==> src/rtl/pipe_execute.sv <==
// Execute stage: single-cycle ALU plus iterative shift-add multiply and restoring
// divide (one bit per cycle), with valid/ready handshakes on input and output.
module pipe_execute #(
  parameter int XLEN = 32,
  parameter int OP_W = 6
) (
  input  logic            clk_i,
  input  logic            rst_i,
  input  logic            flush_i,
  input  logic            in_valid_i,
  output logic            in_ready_o,
  input  logic            alub_sel_i,
  input  logic [OP_W-1:0] alu_op_i,
  input  logic [XLEN-1:0] A_i,
  input  logic [XLEN-1:0] rD2_i,
  input  logic [XLEN-1:0] ext_i,
  output logic            out_valid_o,
  input  logic            out_ready_i,
  output logic [XLEN-1:0] C_o,
  output logic            eq_o,
  output logic            lt_o,
  output logic            ltu_o
);

  localparam int SH_W  = $clog2(XLEN);
  localparam int CNT_W = $clog2(XLEN) + 1;

  localparam logic [OP_W-1:0] OP_ADD  = OP_W'(0);
  localparam logic [OP_W-1:0] OP_SUB  = OP_W'(1);
  localparam logic [OP_W-1:0] OP_AND  = OP_W'(2);
  localparam logic [OP_W-1:0] OP_OR   = OP_W'(3);
  localparam logic [OP_W-1:0] OP_XOR  = OP_W'(4);
  localparam logic [OP_W-1:0] OP_SLL  = OP_W'(5);
  localparam logic [OP_W-1:0] OP_SRL  = OP_W'(6);
  localparam logic [OP_W-1:0] OP_SRA  = OP_W'(7);
  localparam logic [OP_W-1:0] OP_MUL  = OP_W'(8);
  localparam logic [OP_W-1:0] OP_DIVU = OP_W'(9);
  localparam logic [OP_W-1:0] OP_REMU = OP_W'(10);

  typedef enum logic { IDLE, BUSY } state_e;
  typedef enum logic [1:0] { IT_MUL, IT_DIVU, IT_REMU } iter_e;

  state_e           state_q;
  iter_e            iter_q;
  logic [CNT_W-1:0] cnt_q;
  logic [XLEN-1:0]  wa_q, wb_q, acc_q;
  logic [XLEN-1:0]  wa_d, wb_d, acc_d;
  logic             peq_q, plt_q, pltu_q;
  logic [XLEN-1:0]  c_q;
  logic             eq_q, lt_q, ltu_q, valid_q;

  logic [XLEN-1:0]  b_op, alu_res, iter_res;
  logic [SH_W-1:0]  shamt;
  logic             eq_in, lt_in, ltu_in, is_iter;
  iter_e            iter_in;
  logic [XLEN:0]    rem_sh, rem_diff;
  logic             accept, last_iter;

  // Gated by reset so the block never advertises readiness while held in reset.
  assign in_ready_o = !rst_i && (state_q == IDLE) && (!valid_q || out_ready_i);
  assign accept     = in_valid_i && in_ready_o && !flush_i;
  assign last_iter  = (cnt_q == CNT_W'(1));

  // NOTE: every signal gets a default before the case so no latch is inferred.
  always_comb begin
    b_op    = alub_sel_i ? ext_i : rD2_i;
    shamt   = b_op[SH_W-1:0];
    eq_in   = (A_i == b_op);
    lt_in   = ($signed(A_i) < $signed(b_op));
    ltu_in  = (A_i < b_op);
    alu_res = '0;
    is_iter = 1'b0;
    iter_in = IT_MUL;
    case (alu_op_i)
      OP_ADD:  alu_res = A_i + b_op;
      OP_SUB:  alu_res = A_i - b_op;
      OP_AND:  alu_res = A_i & b_op;
      OP_OR:   alu_res = A_i | b_op;
      OP_XOR:  alu_res = A_i ^ b_op;
      OP_SLL:  alu_res = A_i << shamt;
      OP_SRL:  alu_res = A_i >> shamt;
      OP_SRA:  alu_res = $signed(A_i) >>> shamt;
      OP_MUL:  begin is_iter = 1'b1; iter_in = IT_MUL;  end
      OP_DIVU: begin is_iter = 1'b1; iter_in = IT_DIVU; end
      OP_REMU: begin is_iter = 1'b1; iter_in = IT_REMU; end
      default: alu_res = '0;
    endcase
  end

  // MUL: wa = shifted multiplicand, wb = multiplier, acc = product.
  // DIV: wa = divisor, wb = dividend shifting into quotient, acc = remainder.
  // A zero divisor naturally yields all-ones quotient and remainder = dividend.
  always_comb begin
    wa_d     = wa_q;
    wb_d     = wb_q;
    acc_d    = acc_q;
    rem_sh   = {acc_q, wb_q[XLEN-1]};
    rem_diff = rem_sh - {1'b0, wa_q};
    if (iter_q == IT_MUL) begin
      acc_d = acc_q + (wb_q[0] ? wa_q : '0);
      wa_d  = wa_q << 1;
      wb_d  = wb_q >> 1;
    end else if (!rem_diff[XLEN]) begin
      acc_d = rem_diff[XLEN-1:0];
      wb_d  = {wb_q[XLEN-2:0], 1'b1};
    end else begin
      acc_d = rem_sh[XLEN-1:0];
      wb_d  = {wb_q[XLEN-2:0], 1'b0};
    end
    iter_res = (iter_q == IT_DIVU) ? wb_d : acc_d;
  end

  // NOTE: sequential state uses non-blocking assignments only.
  always_ff @(posedge clk_i or posedge rst_i) begin
    if (rst_i) begin
      state_q <= IDLE;
      iter_q  <= IT_MUL;
      cnt_q   <= '0;
      wa_q    <= '0;
      wb_q    <= '0;
      acc_q   <= '0;
      peq_q   <= 1'b0;
      plt_q   <= 1'b0;
      pltu_q  <= 1'b0;
      c_q     <= '0;
      eq_q    <= 1'b0;
      lt_q    <= 1'b0;
      ltu_q   <= 1'b0;
      valid_q <= 1'b0;
    end else if (flush_i) begin
      state_q <= IDLE;
      cnt_q   <= '0;
      valid_q <= 1'b0;
    end else if (state_q == IDLE) begin
      if (accept && is_iter) begin
        state_q <= BUSY;
        iter_q  <= iter_in;
        cnt_q   <= CNT_W'(XLEN);
        wa_q    <= (iter_in == IT_MUL) ? A_i : b_op;
        wb_q    <= (iter_in == IT_MUL) ? b_op : A_i;
        acc_q   <= '0;
        peq_q   <= eq_in;
        plt_q   <= lt_in;
        pltu_q  <= ltu_in;
        valid_q <= 1'b0;
      end else if (accept) begin
        c_q     <= alu_res;
        eq_q    <= eq_in;
        lt_q    <= lt_in;
        ltu_q   <= ltu_in;
        valid_q <= 1'b1;
      end else if (valid_q && out_ready_i) begin
        valid_q <= 1'b0;
      end
    end else begin
      wa_q  <= wa_d;
      wb_q  <= wb_d;
      acc_q <= acc_d;
      cnt_q <= cnt_q - CNT_W'(1);
      if (last_iter) begin
        state_q <= IDLE;
        c_q     <= iter_res;
        eq_q    <= peq_q;
        lt_q    <= plt_q;
        ltu_q   <= pltu_q;
        valid_q <= 1'b1;
      end
    end
  end

  assign out_valid_o = valid_q;
  assign C_o         = c_q;
  assign eq_o        = eq_q;
  assign lt_o        = lt_q;
  assign ltu_o       = ltu_q;

endmodule

==> config.mk <==
export PLATFORM = sky130hd
export DESIGN_NAME = pipe_execute
export DESIGN_NICKNAME = d
export VERILOG_FILES = /design/src/rtl/pipe_execute.sv
export SDC_FILE = /design/constraint.sdc
export NUM_CORES = 1
export LEC_CHECK = 0
export CELL_PAD_IN_SITES_DETAIL_PLACEMENT = 0
export CELL_PAD_IN_SITES_GLOBAL_PLACEMENT = 1
export CORE_UTILIZATION = 49
export DETAILED_ROUTE_END_ITERATION = 6
export PLACE_DENSITY_LB_ADDON = 0.2
export SLEW_MARGIN = 30
export SYNTH_ARGS = -nofsm -noshare
export SYNTH_HDL_FRONTEND = slang
export SYNTH_SLANG_ARGS = --single-unit
==> constraint.sdc <==
create_clock -name clk_i -period 11 [get_ports clk_i]
set_clock_uncertainty 0.2 [all_clocks]
set_input_delay 1.65 -clock clk_i [delete_from_list [all_inputs] [get_ports clk_i]]
set_output_delay 1.65 -clock clk_i [all_outputs]
set_load 0.02 [all_outputs]
==> run metrics <==
Area Overhead vs Synth 11.40%; crit-path max cell delay 590 ps; Final nets 3286; share of layout cells above drive strength 1 0.05191; die height 210.1 µm; fin crit share 0.6023; critical path class in -> reg; Worst-Margin Slew 1129 ps; pin count of the biggest net entering global routing 76; Seq/Total Area, Yosys 0.1698; R2R setup slack 6230 ps; type of the worst min-delay path reg -> reg; DIE AREA 0.04414 mm²; CP Max Fanout 36; DRT iter0 DRCs 3303; CTS Hold Bufs 0; Max Cap Violations 0; TritonCTS Buffers 17; Avg Cell Area, Syn 7.103 µm²; GRT met2 Usage 0.6569; CTS H-tree lvls 4; initial antenna violation count 1; CTS max path bufs 2; CP Cell Sequence buf_2, buf_4, mux2i_4, buf_4, buf_4, inv_2, ha_1, a211o_1, a41oi_1, a2111oi_0, a211oi_2, o41ai_2, a41oi_1, xor2_1, o211ai_1, a221oi_1, o21ai_1; proportion of netlist area held by the largest area contributor 0.1698; routed vias/inst 6.822; FF+latch count, synth 144; Post-synth ARST share 1.000; Leak 10.37 nW; status finished clean; Antenna Nets Post-Route 0; Post-synth EDFFs 0; Fmax achieved 150.9 MHz; setup bufs post-CTS 0; Fillers 4180; Final setup viols 0; GRT Total Usage 0.4284; worst skew pair latency 450 ps; RePlAce Congestion 1.046; syn nets 3281; Hold Fails Final Rpt 0; clk root buf clkbuf_16; routed wire length 96.51 mm; global-route wire length before repair 143.2 mm; CP max stage cell buf_4; Cell variety after synth 94; most common cell in the netlist nand2_1; Die X 210.1 µm; Worst-path clk slew 70 ps; top cells by count, synth nand2_1 (392), nor2_1 (325), a21oi_1 (301), o21ai_0 (193), ha_1 (182); CP Launch Type input pin; grt met1 use 0.5709; # DRC 0; HPWL Detailed 73.96 mm; TNS Setup 0 ps; antenna fix cells 0; Synth Instances 2987; Period minus WS final 6625 ps; worst slack, placed 4112 ps; CP most frequent cell buf_4; Required @ worst endpoint 11130 ps; GRT met3 Usage 0.08045; Synth Warn # 0; clk sinks 144; DRT Pass-1 Iters 7; post-DR wirelength/cell 26.94 µm; Final Max Slew Viols 0; synth top area cells dfrtp_1 (17%), ha_1 (11%), mux2i_1 (7.4%); Arrival @ worst endpoint 6750 ps; RSZ-0062 raised after global routing false; CTS tree built; port bufs 144; core area 0.04232 mm²; GRT Max-Usage Layer met2; area leader, netlist dfrtp_1; # IOs 145; final worst slack 4375 ps; FP Rows 75; Mapped Area 0.02122 mm²; max_slew headroom 0.2260; GRT Residual Overflow 0; vias in the first global route 22.61k; Initial Utilization 0.5013; Pwr Density 114.4 mW/mm²; top_reg_cell synth dfrtp_1; Max rail drop VDD 0.1203 mV; via count 24.44k; CP endpoint kind register; cts repair resizes 0
[sequential cells by signal (all words and copies together) (netlist names), 2 cells and up]
| signal | flops |
|---|---|
| C_o | 32 |
| acc_q | 32 |
| cnt_q | 6 |
| iter_q | 2 |
| wa_q | 32 |
| wb_q | 32 |
[metal layers]
layer | share of wire | wire length (µm) | vias up
li1 | - | - | 10921
met1 | 0.40 | 38780 | 11584
met2 | 0.43 | 41730 | 1604
met3 | 0.11 | 10360 | 324
met4 | 0.058 | 5635 | 2
met5 | 0.000093 | 9 | -
[cells in the final DEF, fill, tap and decap left out, drive strengths merged, types with 58 or more instances in the layout]
master and instances:
a21oi 302, a211oi 140, dfrtp 144, ha 182
nor2 327, clkdlybuf4s50 143, inv 146, xnor2 58
nand3 61, nand2 392, mux2i 159, o21ai 208
[logic make-up after synthesis]
family / count (synthesis) / share of synthesized area
AOI/OAI and AO/OA: 1045 / 0.3212
xor gates and xnor gates: 91 / 0.03792
adders and majority gates: 186 / 0.1111
buffers and inverters: 354 / 0.06811
DFF: 144 / 0.1698
muxes: 174 / 0.08698
and+or+nand+nor: 993 / 0.2049
[worst paths after layout]
check	startpoint	endpoint	cells past startpoint
min	pltu_q$_DFFE_PP0P_	pltu_q$_DFFE_PP0P_	2
min reg2reg	pltu_q$_DFFE_PP0P_	pltu_q$_DFFE_PP0P_	2
min in group asynchronous	rst_i	out_valid_o$_DFFE_PP0P_	2
max	alub_sel_i	C_o[31]$_DFFE_PP0P_	17
max reg2reg	wb_q[31]$_DFFE_PP0P_	C_o[24]$_DFFE_PP0P_	14
max in group asynchronous	rst_i	wb_q[0]$_DFFE_PP0P_	3
[per-stage QoR]
step,cell area [µm²],hold WS (ps),cells,utilization,power [mW]
6_report,23640,276.3,3582,0.5585,2.705
5_1_grt,23640,317.0,3582,0.5585,2.836
4_1_cts,23630,278.6,3582,0.5583,2.657
3_5_place_dp,23000,263.1,3550,0.5434,2.021
3_3_place_gp,22990,260.2,3550,0.5431,2.005
2_1_floorplan,21220,245.3,2987,-,1.590
[cell type report]
| type | instances | area, µm² | area share |
|---|---|---|---|
| timing repair buffer | 194 | 1815 | 0.07680 |
| sequential | 144 | 3608 | 0.1527 |
| inverter | 146 | 555.5 | 0.02350 |
| multi-input combinational | 2489 | 16310 | 0.6899 |
| clock inverter | 12 | 162.7 | 0.006881 |
| clock buffer | 20 | 466.7 | 0.01974 |
| tap | 577 | 721.9 | 0.03054 |
[worst max-delay path, delay by kind of cell]
kind,cells,cell delay (ps)
compound gates,9,2550
xor+xnor,1,170
fa+ha+maj,1,280
buf+inv,5,1700
mux,1,330
[power by group]
part / internal [mW] / switching, mW
clock: 0.394 / 0.241
sequential: 0.618 / 0.113
combinational: 0.488 / 0.851
Power figures use the tool's default switching activity.
